$ cat config.mk
export PLATFORM = sky130hd
export DESIGN_NAME = iterative_shift_unit
export DESIGN_NICKNAME = d
export VERILOG_FILES = /design/src/rtl/iterative_shift_unit.sv
export SDC_FILE = /design/constraint.sdc
export NUM_CORES = 1
export LEC_CHECK = 0
export BUFFER_PORTS_ARGS = -buffer_cell sky130_fd_sc_hd__buf_2
export CAP_MARGIN = 20
export CORE_ASPECT_RATIO = 0.75
export CORE_UTILIZATION = 35
export DETAILED_ROUTE_END_ITERATION = 10
export MAX_ROUTING_LAYER = met4
export PLACE_DENSITY = 0.62
export SYNTH_ARGS = -nofsm -noshare
export SYNTH_HDL_FRONTEND = slang
export SYNTH_SLANG_ARGS = --single-unit
$ cat constraint.sdc
create_clock -name clk -period 3.2 [get_ports clk]
set_clock_uncertainty 0.2 [all_clocks]
set_input_delay 0.16 -clock clk [delete_from_list [all_inputs] [get_ports clk]]
set_output_delay 0.16 -clock clk [all_outputs]
set_load 0.1 [all_outputs]
$ cat src/rtl/iterative_shift_unit.sv
// Purpose : iterative left / logical-right / arithmetic-right shifter, one bit position per clock.
// Latency : result valid N+1 cycles after acceptance (N = shift amount); back-to-back accept from DONE.
// Backpressure: result held stable and in_ready low while out_valid && !out_ready.
module iterative_shift_unit #(
    parameter int WIDTH = 32,
    parameter int AMT_W = 5
) (
    input  logic             clk,
    input  logic             rst_n,
    input  logic             in_valid,
    output logic             in_ready,
    input  logic [WIDTH-1:0] in_data,
    input  logic             in_dir,
    input  logic             in_arith,
    input  logic [AMT_W-1:0] in_amt,
    output logic             out_valid,
    input  logic             out_ready,
    output logic [WIDTH-1:0] out_data,
    output logic             busy
);

    typedef enum logic [1:0] {
        S_IDLE  = 2'd0,
        S_SHIFT = 2'd1,
        S_DONE  = 2'd2
    } state_t;

    state_t           state;
    state_t           w_state_nxt;
    logic [WIDTH-1:0] data_r;
    logic [AMT_W-1:0] cnt_r;
    logic             dir_r;
    logic             arith_r;
    logic             w_accept;
    logic             w_fill;

    assign w_accept = in_valid && in_ready;
    // Bit shifted in at the top on right shifts: sign bit only for arithmetic.
    assign w_fill   = arith_r & data_r[WIDTH-1];

    // State register; reset aborts any shift in flight.
    always_ff @(posedge clk or negedge rst_n) begin
        if (!rst_n) begin
            state <= S_IDLE;
        end else begin
            state <= w_state_nxt;
        end
    end

    // Next-state and handshake outputs; DONE can hand off straight to a new request.
    always_comb begin
        w_state_nxt = state;
        in_ready    = 1'b0;
        out_valid   = 1'b0;
        busy        = 1'b0;
        case (state)
            S_IDLE: begin
                in_ready = 1'b1;
                if (in_valid) begin
                    w_state_nxt = (in_amt == '0) ? S_DONE : S_SHIFT;
                end
            end
            S_SHIFT: begin
                busy = 1'b1;
                if (cnt_r == AMT_W'(1)) begin
                    w_state_nxt = S_DONE;
                end
            end
            S_DONE: begin
                out_valid = 1'b1;
                in_ready  = out_ready;
                if (out_ready) begin
                    if (in_valid) begin
                        w_state_nxt = (in_amt == '0) ? S_DONE : S_SHIFT;
                    end else begin
                        w_state_nxt = S_IDLE;
                    end
                end
            end
            default: begin
                w_state_nxt = S_IDLE;
            end
        endcase
    end

    // Operand capture on acceptance, then one bit step and count-down per SHIFT cycle.
    always_ff @(posedge clk or negedge rst_n) begin
        if (!rst_n) begin
            data_r  <= '0;
            cnt_r   <= '0;
            dir_r   <= 1'b0;
            arith_r <= 1'b0;
        end else if (w_accept) begin
            data_r  <= in_data;
            cnt_r   <= in_amt;
            dir_r   <= in_dir;
            arith_r <= in_arith && in_dir;
        end else if (state == S_SHIFT) begin
            if (dir_r) begin
                data_r <= {w_fill, data_r[WIDTH-1:1]};
            end else begin
                data_r <= {data_r[WIDTH-2:0], 1'b0};
            end
            cnt_r <= cnt_r - AMT_W'(1);
        end
    end

    // Result is exposed only in DONE so the bus reads zero otherwise.
    assign out_data = (state == S_DONE) ? data_r : '0;

endmodule

==> flow_summary.ini, run 1 <==
[outcome]
status = finished, final reports clean

[drt]
drtIter0Drc = 114
num_vias = 2173
firstDrtPassIters = 4
ant_nets = 0
remaining_drc_errors = 0
wl_per_cell_microns = 14.6
drt_wl_total_mm = 6.19
viasPerCell = 5.14

[logic_synthesis]
ys_seq_area_share_pct = 43.4
yosysMostFrequentCell = dfrtp_1
yosysTopAreaCell = dfrtp_1
synth_edf_count = 0
synth_nets = 275
ys_ff_latch = 41
synth_common_cells = dfrtp_1, nor2_1, a221o_1, and2_1, mux2i_1
avgSynthCellArea_sq_um = 10.3
async_reset_ff_share_pct = 100
ys.flop_type = dfrtp_1
netlist_instances = 230
synth_area_sq_um = 2360
synth.distinct_cells = 34
synth_area_leaders = dfrtp_1, a221o_1, mux2i_1
synth_top_area_share_pct = 43.4
ys_warn_count = 0

[worst_setup_path]
cpLargestDelayFamily = simple AND/OR/NAND/NOR gates
critPathKind = reg2out
required_ns = 2.84
rr_startpoint = state[0]$_DFFE_PN0P_
regToRegEndpoint = cnt_r[2]$_DFFE_PN0P_
worst-r2r-cell-count = 4
setup.worst_path.start_class = flop
critPathMaxFanout = 33
rrSetupSlack_ns = 1.09
critPathMaxStageDelay_ns = 0.77
crit_slowest_cell = and2b_1
path_cells = and2b_1, and2_1, buf_2
crit_buf_inv = 1
end_kind = primary output
arrival_ns = 2.17

[clocking]
cts_setup_buffers = 0
cts-root-buf = clkbuf_8
post_cts_resized = 0
cts_tree = yes
cts.reportedPaths.clkPinSlew_ns = 0.08
hold_buffers = 41
insertion_delay_ns = 0.29
htreeDepth = 2
clock_sinks = 41
cts_buffers = 5
cts.path.max_buffers = 2

[cells_and_area]
antenna_cells = 0
nets = 386
drive_gt1_share_pct = 27.5
fill_cells = 578
design_area_sq_um = 3310
area_growth_pct = 40.1
multi_input_area_sq_um = 1230
regArea_sq_um = 1030

[timing]
period_needed_ns = 2.53
final.period_utilization_pct = 79.0
tightestPinTransition_ns = 0.921
max_freq_mhz = 396
finalMaxSlewViolations = 0
rsz0062_at_grt = false
relSlewSlack_pct = 38.6
finalSetupViolCount = 0
setup_ws_ns = 0.673
finalSetupTns_ns = 0
finalHoldViolations = 0

[flow_run]
maxCapViolCount = 0

[global_routing]
grt_max_degree = 42
grt_first_pass_wirelength_mm = 10.0
grt_overflow_total = 0
grt.total_usage_pct = 18.3
grt_pass1_vias = 1999
antenna_found_initial = 0

[die]
io_pins = 78
core_area_sq_um = 6410
die_height_microns = 73.2
rows = 25
die_x_microns = 96.9
fp.dieArea_sq_um = 7090
initial_core_util_pct = 36.9

[power_and_ir_drop]
total_power_uw = 2890
power_leakage_uw = 0.00167
peakVddDrop_v = 0.000406
power_density_nw_per_um2 = 874

[placement]
port_buffers = 77
hpwl_mm = 3.96
pre_cts_ws_ns = 0.953
dpl_cell_area_sq_um = 2780
finalWeightedCongestion = 0.816

[worst_hold_path]
min_path_cells = 3
holdCritPathClass = in2reg
min_to = state[1]$_DFFE_PN0P_
hp-start = in_valid
[through the flow]
stage	hold WS [ns]	cells	util, %
final	0.131	423	51.6
after global routing	0.113	423	51.6
after CTS	0.101	423	51.6
after detailed placement	0.156	374	43.4
after global placement	0.154	374	43.4
after floorplan	-0.336	230	-
[kinds of logic (layout without fill, tap and decap cells)]
group | after synthesis | count (layout) | synth area share [%]
and+or+nand+nor | 88 | 88 | 20.0
AOI/OAI and AO/OA | 47 | 47 | 17.8
DFF | 41 | 41 | 43.4
muxes | 31 | 31 | 13.2
buffers and inverters | 21 | 133 | 4.55
adders and majority gates | 2 | 2 | 1.06
[worst reg2reg max path, delay by kind of cell (launching register included)]
| kind | cells | cell delay, ns |
|---|---|---|
| buffers and inverters | 1 | 0.39 |
| AND/OR/NAND/NOR | 2 | 0.79 |
| flip-flops | 1 | 0.45 |
| AO/OA/AOI/OAI | 1 | 0.15 |
[metal layers]
layer  track usage [%]  vias up  routed length (microns)
met5                 -        -                        0
met4              6.14        0                       96
met3              3.54       10                      298
met2              26.8       67                     2710
met1              25.3     1028                     3080
li1                  -     1068                        -
[area by class of cell]
cell class | count | area share, %
Multi-Input combinational cell | 168 | 37.1
Sequential cell | 41 | 31.0
Timing Repair Buffer | 121 | 24.7
Tap cell | 81 | 3.06
Clock buffer | 6 | 2.49
Clock inverter | 2 | 1.13
Inverter | 4 | 0.453
[registers in the layout, indices dropped and copies added (netlist names)]
register  flops
arith_r       1
cnt_r         5
data_r       32
dir_r         1
state         2
[layout by cell type (no fill, tap or decap), types with 2 or more instances in the layout]
cell type | netlist | layout
or4_1 | 2 | 2
a31oi_1 | 3 | 3
clkbuf_8 | 0 | 6
nor2_1 | 34 | 34
dfrtp_1 | 41 | 40
ha_1 | 2 | 2
buf_2 | 8 | 77
nand2_1 | 2 | 2
and2_1 | 33 | 33
a221o_1 | 33 | 33
o21ai_0 | 5 | 5
inv_1 | 4 | 4
mux2i_1 | 30 | 30
dlygate4sd3_1 | 0 | 41
nor3_1 | 3 | 3
buf_4 | 3 | 3
and2b_1 | 3 | 3
nand2b_1 | 2 | 2
[where the power goes]
part | leakage (uW) | total [uW] | internal, uW | switching, uW
logic | 0.00111 | 1330 | 651 | 677
clock network | 0.0000574 | 435 | 254 | 182
registers | 0.000502 | 1130 | 779 | 353
[how the worst max path moves through the flow]
stage,cells after the start,from,end
2_1_floorplan,3,state[0]$_DFFE_PN0P_,out_data[22]
3_3_place_gp,3,state[0]$_DFFE_PN0P_,out_data[24]
3_5_place_dp,3,state[0]$_DFFE_PN0P_,out_data[2]
4_1_cts,3,state[0]$_DFFE_PN0P_,out_data[2]
5_1_grt,3,state[0]$_DFFE_PN0P_,out_data[23]
6_report,3,state[0]$_DFFE_PN0P_,out_data[2]
(Power assumes the default switching activity.)
==> inputs of run 2 (changes only) <==
- ABC_AREA: not set -> 1
- PLACE_DENSITY: 0.62 -> 0.63
- clock period: 3.2 -> 2.1 ns (I/O delays scaled with it)
==> flow_summary.ini, run 2 <==
[placement]
finalWeightedCongestion = 0.816
hpwl_mm = 4.86
pre_cts_ws_ns = 0.383
port_buffers = 77

[cells_and_area]
nets = 536
area_growth_pct = 50.7
regArea_sq_um = 1030
antenna_cells = 0
regMostFlops = data_r
fill_cells = 707
reg_top3 = data_r (32), cnt_r (5), state (2)
largest_reg_flops = 32
layout_commonest_cell = nand2_1
drive_gt1_share_pct = 27.2
final_core_util_pct = 55.4
layout_common_cells = nand2_1, nand3_1, buf_2
multi_input_area_sq_um = 1440

[global_routing]
grt.busiest_layer = met2
grt.total_usage_pct = 20.2
grt_pass1_vias = 2534
grt_first_pass_wirelength_mm = 11.6
grt_overflow_total = 0
grt_use_met1_pct = 27.9
grt_max_degree = 42
met3_usage_pct = 3.21
grt_util_met2_pct = 31.3
antenna_found_initial = 0

[timing]
hold_ws_ns = 0.00920
rsz0062_at_grt = false
max_freq_mhz = 496
final.period_utilization_pct = 96.0
tightestPinTransition_ns = 0.486
finalSetupViolCount = 0
relSlewSlack_pct = 67.8
finalMaxSlewViolations = 0
period_needed_ns = 2.02
setup_ws_ns = 0.0849
finalHoldViolations = 0
finalSetupTns_ns = 0

[worst_setup_path]
rr_startpoint = state[0]$_DFFE_PN0P_
arrival_ns = 1.71
worstSetupStartpoint = state[0]$_DFFE_PN0P_
crit_slowest_cell = dfrtp_1
end_kind = primary output
critPathKind = reg2out
critPathMaxFanout = 14
required_ns = 1.79
setup.worst_path.start_class = flop
critPathMaxStageDelay_ns = 0.45
cp_common_cell = nor2_4
path_cells = nor2_4, inv_2, buf_4, nor2_4, buf_2

[clocking]
cts.reportedPaths.clkPinSlew_ns = 0.08
insertion_delay_ns = 0.29
cts_setup_buffers = 0
clock_sinks = 41
cts.path.max_buffers = 2
cts-root-buf = clkbuf_8
htreeDepth = 2
cts_buffers = 5
cts_tree = yes

[logic_synthesis]
async_reset_ff_share_pct = 100
synth.distinct_cells = 19
ys_seq_area_share_pct = 40.5
ys_ff_latch = 41
avgSynthCellArea_sq_um = 6.69
ys_warn_count = 0
yosysTopAreaCell = dfrtp_1
synth_top_area_share_pct = 40.5
synth_area_leaders = dfrtp_1, nand3_1, nand2_1
synth_edf_count = 0
ys.flop_type = dfrtp_1
netlist_instances = 379
synth_common_cells = nand2_1, nand3_1, inv_1
synth_nets = 424
synth_area_sq_um = 2530
yosysMostFrequentCell = nand2_1

[drt]
drt_wl_total_mm = 6.99
viasPerCell = 4.68
ant_nets = 0
num_vias = 2763
wl_per_cell_microns = 11.8
remaining_drc_errors = 0
drtIter0Drc = 155
firstDrtPassIters = 4

[power_and_ir_drop]
power_leakage_uw = 0.00188
peakVddDrop_v = 0.000827
power_density_nw_per_um2 = 1520
total_power_uw = 5800

[worst_hold_path]
hp-start = in_valid
holdCritPathClass = in2reg

[die]
die_x_microns = 100
fp.dieArea_sq_um = 7590
core_area_sq_um = 6900
initial_core_util_pct = 36.7
rows = 26
die_height_microns = 75.7
io_pins = 78

[outcome]
status = finished, final reports clean

[flow_run]
maxCapViolCount = 0
[run 2: routing by layer]
metal | vias up | wire length (microns)
met2 | 77 | 3170
met4 | 0 | 38
met1 | 1245 | 3450
li1 | 1437 | -
met5 | - | 0
met3 | 4 | 338
[run 2: worst max-delay path: cells and delay by family, from the launching register on]
| kind | cells | cell delay [ns] |
|---|---|---|
| buffers and inverters | 3 | 0.71 |
| AND/OR/NAND/NOR | 2 | 0.25 |
| flip-flops | 1 | 0.45 |
[run 2: per-stage QoR]
| step | instances | cell area (sq um) |
|---|---|---|
| after floorplan | 379 | 2770 |
| final | 590 | 3820 |
| after CTS | 590 | 3780 |
| after global routing | 590 | 3820 |
| after global placement | 541 | 3290 |
| after detailed placement | 541 | 3290 |
[run 2: path summary, 6_finish.rpt]
| kind | endpoint | slack (ns) | cells past startpoint |
|---|---|---|---|
| min | data_r[31]$_DFFE_PN0P_ | 0.009 | 4 |
| min in group asynchronous | data_r[1]$_DFFE_PN0P_ | 0.11 | 3 |
| max in group asynchronous | data_r[26]$_DFFE_PN0P_ | 1.38 | 3 |
| min reg2reg | arith_r$_DFFE_PN0P_ | 0.30 | 2 |
| max reg2reg | data_r[31]$_DFFE_PN0P_ | 0.48 | 6 |
| max | out_data[10] | 0.08 | 5 |
[run 2: final cells by class]
type,count,area share (%)
Clock buffer,6,1.90
Clock inverter,2,0.262
Inverter,48,4.72
Multi-Input combinational cell,266,37.8
Sequential cell,41,26.9
Tap cell,98,3.21
Timing Repair Buffer,129,25.2
[run 2: cell families (layout without fill, tap and decap cells)]
family	Yosys count	in the layout	share of synthesized area [%]
AO/OA/AOI/OAI	54	54	10.8
adder cells (fa/ha/maj)	2	2	0.987
AND/OR/NAND/NOR	210	210	35.8
flip-flops	41	41	40.5
buffers and inverters	72	185	12.0
[run 2: timing repair]
action	in CTS	in global routing
hold buffers	41	0
gates resized for setup	0	13
hold endpoints to repair	82	0
setup endpoints to repair	0	13
[run 2: where the power goes]
part | internal (uW) | total (uW) | switching [uW]
Clock | 231 | 510 | 279
Combinational | 1070 | 3780 | 2710
Sequential | 1200 | 1510 | 310
Total | 2510 | 5800 | 3300
